`src/rtl/fp_mant_div_seq_if.sv`:
```
// rtl/fp_mant_div_seq_if.sv - operand/result handshake bundle for fp_mant_div_seq
// The sticky signal exists only when FP_MANT_DIV_STICKY_EN is defined.
interface fp_mant_div_seq_if #(
  parameter int W = 24
);
  logic         in_valid;
  logic         in_ready;
  logic [W-1:0] a;
  logic [W-1:0] b;
  logic         out_valid;
  logic         out_ready;
  logic [W:0]   q;
  logic         dbz;
  logic         qovf;
`ifdef FP_MANT_DIV_STICKY_EN
  logic         sticky;

  modport master (
    output in_valid, a, b, out_ready,
    input  in_ready, out_valid, q, dbz, qovf, sticky
  );

  modport slave (
    input  in_valid, a, b, out_ready,
    output in_ready, out_valid, q, dbz, qovf, sticky
  );
`else
  modport master (
    output in_valid, a, b, out_ready,
    input  in_ready, out_valid, q, dbz, qovf
  );

  modport slave (
    input  in_valid, a, b, out_ready,
    output in_ready, out_valid, q, dbz, qovf
  );
`endif
endinterface

```
`src/rtl/fp_mant_div_seq.sv`:
```
// rtl/fp_mant_div_seq.sv - sequential radix-2 restoring significand divider, q = floor({a,0^W}/b)
// Define FP_MANT_DIV_STICKY_EN to add the remainder-non-zero sticky output.
module fp_mant_div_seq #(
  parameter int W = 24
) (
  input  logic              clk,
  input  logic              rst_n,
  fp_mant_div_seq_if.slave  bus
);

  localparam int CW = $clog2(W + 1);

  typedef enum logic [1:0] {
    IDLE = 2'd0,
    BUSY = 2'd1,
    DONE = 2'd2
  } state_t;

  state_t        state_q;
  logic          in_ready_q;
  logic          out_valid_q;
  logic [W:0]    q_q;
  logic          dbz_q;
  logic          qovf_q;
  logic [W:0]    rem_q;
  logic [W-1:0]  div_q;
  logic [CW-1:0] cnt_q;
`ifdef FP_MANT_DIV_STICKY_EN
  logic          sticky_q;
`endif

  logic [W+1:0]  diff;
  logic          ge;
  logic [W:0]    rem_d;

  // Trial subtraction; the extra top bit is the borrow, so ge means R >= B.
  always_comb begin
    diff  = {1'b0, rem_q} - {2'b00, div_q};
    ge    = ~diff[W+1];
    rem_d = ge ? diff[W:0] : rem_q;
  end

  always_ff @(posedge clk or negedge rst_n) begin
    if (!rst_n) begin
      state_q     <= IDLE;
      in_ready_q  <= 1'b1;
      out_valid_q <= 1'b0;
      q_q         <= '0;
      dbz_q       <= 1'b0;
      qovf_q      <= 1'b0;
      rem_q       <= '0;
      div_q       <= '0;
      cnt_q       <= '0;
`ifdef FP_MANT_DIV_STICKY_EN
      sticky_q    <= 1'b0;
`endif
    end else begin
      case (state_q)
        IDLE: begin
          if (bus.in_valid) begin
            div_q      <= bus.b;
            in_ready_q <= 1'b0;
            dbz_q      <= 1'b0;
            qovf_q     <= 1'b0;
`ifdef FP_MANT_DIV_STICKY_EN
            sticky_q   <= 1'b0;
`endif
            if (bus.b == '0) begin
              q_q         <= '1;
              dbz_q       <= 1'b1;
              out_valid_q <= 1'b1;
              state_q     <= DONE;
            end else if ({1'b0, bus.a} >= {bus.b, 1'b0}) begin
              // Quotient would need W+2 bits; saturate instead of iterating.
              q_q         <= '1;
              qovf_q      <= 1'b1;
              out_valid_q <= 1'b1;
              state_q     <= DONE;
            end else begin
              rem_q   <= {1'b0, bus.a};
              cnt_q   <= CW'(W);
              q_q     <= '0;
              state_q <= BUSY;
            end
          end
        end

        BUSY: begin
          q_q[cnt_q] <= ge;
          if (cnt_q != '0) begin
            // R < B holds here, so the shifted remainder still fits W+1 bits.
            rem_q <= {rem_d[W-1:0], 1'b0};
            cnt_q <= cnt_q - CW'(1);
          end else begin
            rem_q       <= rem_d;
            out_valid_q <= 1'b1;
            state_q     <= DONE;
`ifdef FP_MANT_DIV_STICKY_EN
            sticky_q    <= |rem_d;
`endif
          end
        end

        DONE: begin
          if (bus.out_ready) begin
            out_valid_q <= 1'b0;
            in_ready_q  <= 1'b1;
            state_q     <= IDLE;
          end
        end

        default: begin
          state_q     <= IDLE;
          in_ready_q  <= 1'b1;
          out_valid_q <= 1'b0;
        end
      endcase
    end
  end

  assign bus.in_ready  = in_ready_q;
  assign bus.out_valid = out_valid_q;
  assign bus.q         = q_q;
  assign bus.dbz       = dbz_q;
  assign bus.qovf      = qovf_q;
`ifdef FP_MANT_DIV_STICKY_EN
  assign bus.sticky    = sticky_q;
`endif

endmodule
```
`src/flat_wrapper.sv`:
```
// flat-port wrapper written by rule: the top's interface ports become plain ports
module fp_mant_div_seq_flat 
#(
  parameter int W = 24
)
  (clk, rst_n, bus_in_valid, bus_a, bus_b, bus_out_ready, bus_in_ready, bus_out_valid, bus_q, bus_dbz, bus_qovf);
  fp_mant_div_seq_if #(.W(W)) bus_i ();
  input  logic clk;
  input  logic rst_n;
  input wire logic [$bits(bus_i.in_valid)-1:0] bus_in_valid;
  input wire logic [$bits(bus_i.a)-1:0] bus_a;
  input wire logic [$bits(bus_i.b)-1:0] bus_b;
  input wire logic [$bits(bus_i.out_ready)-1:0] bus_out_ready;
  output wire logic [$bits(bus_i.in_ready)-1:0] bus_in_ready;
  output wire logic [$bits(bus_i.out_valid)-1:0] bus_out_valid;
  output wire logic [$bits(bus_i.q)-1:0] bus_q;
  output wire logic [$bits(bus_i.dbz)-1:0] bus_dbz;
  output wire logic [$bits(bus_i.qovf)-1:0] bus_qovf;
  assign bus_i.in_valid = bus_in_valid;
  assign bus_i.a = bus_a;
  assign bus_i.b = bus_b;
  assign bus_i.out_ready = bus_out_ready;
  assign bus_in_ready = bus_i.in_ready;
  assign bus_out_valid = bus_i.out_valid;
  assign bus_q = bus_i.q;
  assign bus_dbz = bus_i.dbz;
  assign bus_qovf = bus_i.qovf;
  fp_mant_div_seq #(.W(W)) u_core (.clk(clk), .rst_n(rst_n), .bus(bus_i));
endmodule
```
`config.mk`:
```
export PLATFORM = sky130hd
export DESIGN_NAME = fp_mant_div_seq_flat
export DESIGN_NICKNAME = d
export VERILOG_FILES = /design/src/rtl/fp_mant_div_seq_if.sv /design/src/rtl/fp_mant_div_seq.sv /design/src/flat_wrapper.sv
export SDC_FILE = /design/constraint.sdc
export NUM_CORES = 1
export LEC_CHECK = 0
export ABC_AREA = 1
export BUFFER_PORTS_ARGS = -buffer_cell sky130_fd_sc_hd__buf_2
export CAP_MARGIN = 30
export CORE_MARGIN = 4
export CORE_UTILIZATION = 55
export CTS_CLUSTER_SIZE = 25
export DETAILED_ROUTE_END_ITERATION = 10
export PLACE_DENSITY = 0.74
export SYNTH_ARGS = -nofsm -noshare
export SYNTH_HDL_FRONTEND = slang
export SYNTH_SLANG_ARGS = --single-unit
```
`constraint.sdc`:
```
create_clock -name clk -period 5 [get_ports clk]
set_input_delay 0.75 -clock clk [delete_from_list [all_inputs] [get_ports clk]]
set_output_delay 0.75 -clock clk [all_outputs]
set_load 0.005 [all_outputs]
```
==> results of run 1 <==
[cells in the mapped netlist, types with 2 or more instances]
| cell | instances | share of area |
|---|---|---|
| xnor2_1 | 2 | 0.0024 |
| buf_4 | 4 | 0.0042 |
| nor3_1 | 8 | 0.0056 |
| and2_1 | 2 | 0.0017 |
| clkbuf_1 | 10 | 0.0052 |
| o21ai_1 | 3 | 0.0021 |
| nor2_4 | 2 | 0.0031 |
| nor2_1 | 158 | 0.083 |
| xor2_1 | 8 | 0.0098 |
| nand2_2 | 5 | 0.0044 |
| o21ai_0 | 38 | 0.027 |
| dfrtp_1 | 84 | 0.29 |
| a21oi_1 | 22 | 0.015 |
| ha_1 | 51 | 0.089 |
| or2_1 | 4 | 0.0035 |
| nand2_1 | 408 | 0.21 |
| buf_6 | 3 | 0.0047 |
| nand3b_1 | 5 | 0.0052 |
| a31oi_1 | 5 | 0.0044 |
| inv_1 | 190 | 0.099 |
| a21o_1 | 2 | 0.0021 |
| nand4_1 | 14 | 0.012 |
| nand3_1 | 71 | 0.050 |
| a22oi_1 | 19 | 0.020 |
| nor2_2 | 7 | 0.0061 |
| inv_2 | 6 | 0.0031 |
| buf_2 | 11 | 0.0077 |
[metrics by stage]
stage | area, sq um | worst slack [ps] | hold WS, ps | util
after global placement | 7665 | 1922 | 468.4 | 0.6025
after CTS | 8019 | 2025 | 348.9 | 0.6303
final | 8019 | 2031 | 340.1 | 0.6303
after detailed placement | 7707 | 1845 | 475.0 | 0.6058
after global routing | 8019 | 1723 | 367.3 | 0.6303
after floorplan | 7176 | 2699 | 454.4 | -
[layout by cell type (no fill, tap or decap), types with 6 or more instances in the layout]
cell and n:
xor2_1 8, a21oi_1 22, buf_2 79, ha_1 51
nor3_1 8, nand3_1 71, nand2_1 408, nand4_1 14
nor2_2 6, inv_2 6, inv_1 190, clkbuf_16 9
o21ai_0 38, dfrtp_1 84, a22oi_1 19, nor2_1 158
[registers in the layout, indices dropped and copies added (netlist names), 2 cells and up]
register        cells
u_core.div_q       24
u_core.rem_q       25
u_core.state_q      2
u_core.cnt_q        5
u_core.bus.q       25
[worst paths after layout]
path / from / end / slack, ps / cells after the start
max: u_core.rem_q[22]$_DFFE_PN0P_ / u_core.rem_q[21]$_DFFE_PN0P_ / 2030 / 11
min: rst_n / u_core.div_q[1]$_DFFE_PN0P_ / 340 / 1
max reg2reg: u_core.rem_q[22]$_DFFE_PN0P_ / u_core.rem_q[21]$_DFFE_PN0P_ / 2030 / 11
min reg2reg: u_core.bus.q[1]$_DFFE_PN0P_ / u_core.bus.q[1]$_DFFE_PN0P_ / 490 / 2
max in group asynchronous: rst_n / u_core.div_q[18]$_DFFE_PN0P_ / 3620 / 2
min in group clk: u_core.bus.q[1]$_DFFE_PN0P_ / u_core.bus.q[1]$_DFFE_PN0P_ / 490 / 2
[per-layer routing]
layer / track usage / share of wire / up-vias
li1: - / - / 3703
met1: 0.3742 / 0.46 / 3238
met2: 0.4377 / 0.46 / 220
met3: 0.04747 / 0.063 / 33
met4: 0.09587 / 0.020 / 2
met5: 0 / 0.00067 / -
[layout make-up]
class	count	area (sq um)
clock buffers	12	256.5
fillers	1259	4703
clock inverters	4	55.05
well taps	172	215.2
repair buffers	85	467.9
inverters	198	745.7
flip-flops and latches	85	2128
multi-input cells	847	4150
[power breakdown]
| part | internal, mW | switching, mW |
|---|---|---|
| sequential | 1.02 | 0.191 |
| combinational | 1.43 | 2.88 |
| clock | 0.417 | 0.277 |
| total | 2.86 | 3.34 |
[cell families (layout without fill, tap and decap cells)]
logic type	count (synthesis)	in the layout	synth area share
adders and majority gates	52	52	0.09172
DFF	85	85	0.2966
buffers and inverters	226	299	0.1257
and+or+nand+nor	691	691	0.3981
AOI/OAI and AO/OA	94	94	0.07568
xor gates and xnor gates	10	10	0.01221
==> out/qor.yml, run 1 <==
grt:
  grt_pass1_wl_um: 32590
  grt_max_degree: 56
  gr-total-overflow: 0
  grt_use_total: 0.2732
  first_global_vias: 6891
  grt_antenna_before_repair: 1
sta:
  skew_ps: 9.689
  setup_viol: 0
  relSlewSlack: 0.4237
  fmax_mhz: 336.8
  rsz0062_at_grt: "false"
  hold_viol: 0
  period_needed_ps: 2969
  finalSetupTns_ps: 0
  worst-slew-pin-transition_ps: 862.3
  slew_viol_final: 0
  post-route-period-util: 0.5938
clock_tree:
  insertion_delay_ps: 340
  numCtsBuffers: 9
  postCtsSetupRepairBufs: 0
  cts_hold_buf: 0
  clkSlewWorstSetupHoldPaths_ps: 60
  root_buffer: "clkbuf_16"
  cts-resized-gates: 0
  cts.sinks: 85
  htreeDepth: 3
  ctsLongestPathBuffers: 2
  cts_tree: "yes"
layout:
  drive_gt1_frac: 0.1032
  diodes: 0
  layout.nets: 1330
  fin_cells: 1403
  syn_to_final_growth_pct: 11.75
setup_path:
  crit_arrival_ps: 3200
  crit_type: "reg -> reg"
  crit_chain: "ha_1 -> a21oi_1 -> o21ai_0 -> a21oi_1 -> nand3_4 -> inv_4 -> nand2_1 -> nand3_1 -> nand3_1 -> nand2_1 -> inv_1"
  crit_slowest_cell: "nand3_4"
  path_buf_inv: 2
  critPathLaunchType: "flop"
  cp_top_family: "simple AND/OR/NAND/NOR gates"
  critPathCaptureType: "flop"
  max_stage_delay_ps: 570
  path_max_fanout: 49
  cp_data_required_time_ps: 5230
logic_synthesis:
  async_flop_share: 1.000
  synth_nets: 1262
  syn_area_sq_mm: 0.007176
  ys_types: 43
  synthesis.area_per_instance_sq_um: 6.197
  yosys_warnings: 0
  synth_edf_count: 0
  synth.ff_latch_count: 85
  synth_seq_area_share: 0.2966
  ys.flop_type: "dfrtp_1"
  synth_cells: 1158
hold_path:
  hold_path.class: "in -> async"
placement:
  dpl.hpwl_um: 15200
  gp_congestion: 0.9614
  placedCellCount: 1387
  numPortBuffers: 80
floorplanning:
  placeableCoreArea_sq_mm: 0.01272
  num_rows: 41
  fp.dieArea_sq_mm: 0.01494
  die_h_um: 122.2
  ios: 81
  chipWidth_um: 122.2
  initial_utilization: 0.5640
routing:
  drc: 0
  viasPerCell: 5.129
  drt_iter0_markers: 447
  wl_per_cell_um: 13.79
  vias: 7196
  firstDrtPassIters: 5
  drt_wl_total_um: 19350
  drtAntennaViolNets: 0
pwr:
  post-layout-total-power_mw: 6.207
  ir_drop_mv: 0.5021
  power_density_mw_per_mm2: 774.0
  cellLeakagePower_nw: 4.662
status:
  run_status: "completed"
flow_run:
  drv_cap: 0
(Power assumes the default switching activity.)
==> inputs of run 2 (changes only) <==
- CORE_UTILIZATION: 55 -> 54
- PLACE_DENSITY: 0.74 -> 0.75
- clock period: 5 -> 2.7 ns (I/O delays scaled with it)
==> out/qor.yml, run 2 (same netlist as run 1, synthesis figures left out) <==
floorplanning:
  chipWidth_um: 123.3
  initial_utilization: 0.5595
  fp.dieArea_sq_mm: 0.01520
  placeableCoreArea_sq_mm: 0.01282
  ios: 81
  die_h_um: 123.3
  num_rows: 41
placement:
  dpl.hpwl_um: 15730
  placedCellCount: 1398
  numPortBuffers: 80
  gp_congestion: 1.047
setup_path:
  critPathCaptureType: "flop"
  crit_chain: "ha_1 -> nand2_1 -> nand2_1 -> inv_1 -> nand2_1 -> a21oi_1 -> nand3_4 -> inv_4 -> nand2_1 -> nand3_1 -> nand2_1 -> nor2_1 -> nor2_1"
  crit_type: "reg -> reg"
  cp_data_required_time_ps: 2930
  path_max_fanout: 26
  cp-startpoint: "u_core.rem_q[20]$_DFFE_PN0P_"
  r2r-start: "u_core.rem_q[20]$_DFFE_PN0P_"
  crit_slowest_cell: "dfrtp_1"
  critPathLaunchType: "flop"
  crit_arrival_ps: 2700
  max_stage_delay_ps: 410
  path_common_cell: "nand2_1"
layout:
  layout.nets: 1342
  drive_gt1_frac: 0.1110
  fin_cells: 1415
  diodes: 0
  fin_util: 0.6310
  final_cell_mix: "408 x nand2_1, 190 x inv_1, 158 x nor2_1, 84 x dfrtp_1, 79 x buf_2"
  syn_to_final_growth_pct: 12.78
  final_common_cell: "nand2_1"
sta:
  finalSetupTns_ps: 0
  setup_viol: 0
  hold_viol: 0
  slew_viol_final: 0
  period_needed_ps: 2465
  rsz0062_at_grt: "false"
  skew_ps: 9.042
  fmax_mhz: 405.6
  post-route-period-util: 0.9131
  worst-slew-pin-transition_ps: 539.0
  relSlewSlack: 0.6403
clock_tree:
  numCtsBuffers: 9
  htreeDepth: 3
  cts-resized-gates: 0
  clkSlewWorstSetupHoldPaths_ps: 70
  postCtsSetupRepairBufs: 0
  root_buffer: "clkbuf_16"
  cts_tree: "yes"
  ctsLongestPathBuffers: 2
  insertion_delay_ps: 340
  cts.sinks: 85
  cts_hold_buf: 1
routing:
  drt_wl_total_um: 19830
  drt_iter0_markers: 602
  wl_per_cell_um: 14.01
  drc: 0
  vias: 7362
  firstDrtPassIters: 5
  drtAntennaViolNets: 0
  viasPerCell: 5.203
pwr:
  intPower_mw: 5.343
  cellLeakagePower_nw: 4.704
  ir_drop_mv: 0.6505
  seq_power_share: 0.195
  p_comb_frac: 0.706
  netSwitchingPower_mw: 6.270
  sw_frac_of_total: 0.5399
  post-layout-total-power_mw: 11.61
  clockPowerShare: 0.100
  power_density_mw_per_mm2: 1435
status:
  run_status: "completed"
flow_run:
  drv_cap: 0
grt:
  grt_max_degree: 59
  grt_pass1_wl_um: 33430
  grt_antenna_before_repair: 1
  grt_use_total: 0.2770
  first_global_vias: 6949
  gr-total-overflow: 0
hold_path:
  hold_path.class: "in -> reg"
  min-delay-start: "bus_b[17]"
run 2: changes by cell type in the layout (fill, tap and decap cells not counted), sizes merged:
cell	before	now
bufinv	1	0
dlygate4sd3	0	1
buf	85	96
clkinvlp	1	2
clkbuf	12	10
clkinv	2	3
inv	198	199
run 2: cell type report:
type	count	area [sq um]
Fill cell	1292	4732
Clock buffer	10	229.0
Timing Repair Buffer	97	578.1
Inverter	198	745.7
Multi-Input combinational cell	847	4150
Tap cell	172	215.2
Clock inverter	6	46.29
Sequential cell	85	2128
run 2: worst paths after layout:
check / end / slack (ps) / cells past startpoint
max: u_core.rem_q[3]$_DFFE_PN0P_ / 230 / 13
max reg2reg: u_core.rem_q[3]$_DFFE_PN0P_ / 230 / 13
min: u_core.div_q[17]$_DFFE_PN0P_ / 290 / 3
min reg2reg: u_core.bus.q[4]$_DFFE_PN0P_ / 500 / 2
max in group asynchronous: u_core.div_q[13]$_DFFE_PN0P_ / 1520 / 3
min in group asynchronous: u_core.div_q[1]$_DFFE_PN0P_ / 530 / 2
run 2: critical path: cells and delay by family, from the launching register on:
| family | cells | cell delay (ps) |
|---|---|---|
| AOI/OAI and AO/OA | 1 | 260 |
| adders and majority gates | 1 | 360 |
| buffers and inverters | 2 | 380 |
| DFF | 1 | 410 |
| and+or+nand+nor | 9 | 930 |
run 2: power groups by stage:
stage          clock network, mW  logic [mW]  registers, mW
2_1_floorplan                  0        6.08           2.19
6_report                    1.16        8.20           2.26
3_5_place_dp                   0        8.03           2.27
5_1_grt                     1.23        9.41           2.33
3_3_place_gp                   0        7.92           2.25
4_1_cts                     1.17        8.10           2.25
run 2: routing by layer:
layer,wire length (um),track usage,up-vias
li1,-,-,3730
met1,9228,0.3959,3343
met2,8677,0.4183,234
met3,1161,0.03614,53
met4,753,0.1266,2
met5,8,0,-
run 2: through the flow:
stage	setup slack, ps	cell area, sq um	hold WS (ps)
finish	234.6	8093	289.4
detailed placement	284.2	7807	347.9
global placement	307.0	7780	346.1
floorplan	732.5	7176	109.4
global route	3.798	8093	298.1
CTS	251.1	8093	282.8
==> inputs of run 3 (changes only) <==
- PLACE_DENSITY: 0.75 -> 0.8
==> out/qor.yml, run 3 (same netlist as run 1, synthesis figures left out) <==
placement:
  numPortBuffers: 80
  dpl.hpwl_um: 15570
  gp_congestion: 0.9466
  preCtsSetupSlack_ps: 247.3
  placedCellCount: 1393
clock_tree:
  ctsLongestPathBuffers: 2
  cts_hold_buf: 0
  cts.sinks: 85
  clkSlewWorstSetupHoldPaths_ps: 70
  cts_tree: "yes"
  numCtsBuffers: 9
  postCtsSetupRepairBufs: 0
  htreeDepth: 3
  insertion_delay_ps: 350
  root_buffer: "clkbuf_16"
sta:
  hold_viol: 0
  fmax_mhz: 402.1
  worst-slew-pin-transition_ps: 585.9
  relSlewSlack: 0.6089
  rsz0062_at_grt: "false"
  finalSetupTns_ps: 0
  setup_viol: 0
  skew_ps: 9.478
  period_needed_ps: 2487
  slew_viol_final: 0
  post-route-period-util: 0.9211
  fin_ws_ps: 213.0
grt:
  grt.busiest_layer: "met2"
  grt_pass1_wl_um: 32370
  grt_max_degree: 52
  first_global_vias: 6738
  use_met3: 0.03934
  grt_use_total: 0.2687
  met2_usage: 0.4305
  gr-total-overflow: 0
  grt.met1_usage: 0.3754
  grt_antenna_before_repair: 0
routing:
  drt_wl_total_um: 19770
  vias: 7394
  drtAntennaViolNets: 0
  drt_iter0_markers: 634
  viasPerCell: 5.248
  wl_per_cell_um: 14.03
  firstDrtPassIters: 7
  drc: 0
layout:
  fin_cells: 1409
  fin_util: 0.6293
  layout.nets: 1336
  drive_gt1_frac: 0.1083
  syn_to_final_growth_pct: 12.47
  final_common_cell: "nand2_1"
  final_cell_mix: "408 x nand2_1, 190 x inv_1, 158 x nor2_1, 84 x dfrtp_1, 79 x buf_2"
  nFillCells: 1221
  diodes: 0
floorplanning:
  initial_utilization: 0.5595
  die_h_um: 123.3
  placeableCoreArea_sq_mm: 0.01282
  chipWidth_um: 123.3
  fp.dieArea_sq_mm: 0.01520
  ios: 81
  num_rows: 41
setup_path:
  crit_arrival_ps: 2720
  r2r-start: "u_core.div_q[22]$_DFFE_PN0P_"
  r2r_cells: 12
  crit_slowest_cell: "ha_1"
  crit_chain: "inv_1 -> ha_1 -> a21oi_1 -> o21ai_0 -> a21oi_1 -> nand3_4 -> buf_12 -> or2_1 -> nand3_1 -> nand2_1 -> nor2_1 -> nor2_1"
  critPathCaptureType: "flop"
  critPathLaunchType: "flop"
  cp_data_required_time_ps: 2930
  reg2reg_to: "u_core.rem_q[16]$_DFFE_PN0P_"
  reg2reg_setup_slack_ps: 210
  max_stage_delay_ps: 370
  crit_type: "reg -> reg"
  path_max_fanout: 20
hold_path:
  hold_path.class: "in -> async"
flow_run:
  drv_cap: 0
pwr:
  cellLeakagePower_nw: 4.699
  power_density_mw_per_mm2: 1448
  ir_drop_mv: 0.7803
status:
  run_status: "completed"
[run 3: what timing repair did]
action                                  in CTS  in global routing
hold endpoints to repair                     0                  0
resized for setup                            0                  1
endpoints found under the setup margin       0                  1
[run 3: routing by layer]
| metal | wire [um] | up-vias |
|---|---|---|
| met3 | 1210 | 39 |
| met2 | 9117 | 246 |
| li1 | - | 3731 |
| met5 | 0 | - |
| met4 | 486 | 0 |
| met1 | 8950 | 3378 |
[run 3: critical path, delay by kind of cell, from the launching register on]
family	cells	cell delay, ps
AOI/OAI and AO/OA	3	610
adders and majority gates	1	370
buffers and inverters	2	290
DFF	1	320
and+or+nand+nor	6	770
[run 3: per-stage QoR]
| stage | hold WS, ps | cell area [sq um] | total power, mW |
|---|---|---|---|
| global route | 41.70 | 8070 | 12.92 |
| detailed placement | 389.4 | 7750 | 10.21 |
| global placement | 388.0 | 7750 | 10.05 |
| floorplan | 109.4 | 7176 | 8.269 |
| finish | 18.14 | 8070 | 11.69 |
| CTS | 24.05 | 8068 | 11.59 |
[run 3: worst max-delay path by stage]
stage	end	slack, ps	startpoint	depth (start not counted)
floorplan	u_core.rem_q[16]$_DFFE_PN0P_	730	u_core.rem_q[7]$_DFFE_PN0P_	15
global placement	u_core.rem_q[13]$_DFFE_PN0P_	300	bus_b[15]	14
detailed placement	u_core.rem_q[11]$_DFFE_PN0P_	250	bus_b[18]	15
CTS	u_core.rem_q[16]$_DFFE_PN0P_	260	u_core.div_q[22]$_DFFE_PN0P_	12
global route	u_core.rem_q[9]$_DFFE_PN0P_	50	u_core.rem_q[18]$_DFFE_PN0P_	14
finish	u_core.rem_q[16]$_DFFE_PN0P_	210	u_core.div_q[22]$_DFFE_PN0P_	12
[run 3: report_power, final]
| group | internal [mW] | leakage [nW] | switching, mW |
|---|---|---|---|
| Sequential | 1.89 | 1.05 | 0.369 |
| Combinational | 2.73 | 3.50 | 5.38 |
| Clock | 0.778 | 0.157 | 0.543 |
| Total | 5.40 | 4.70 | 6.29 |
[run 3: area by class of cell]
class	count	area, sq um	share of cell area
clock inverter	5	65.06	0.008062
timing repair buffer	91	510.5	0.06326
inverter	198	748.2	0.09271
clock buffer	11	252.7	0.03132
multi-input combinational	847	4150	0.5143
tap	172	215.2	0.02667
sequential	85	2128	0.2637
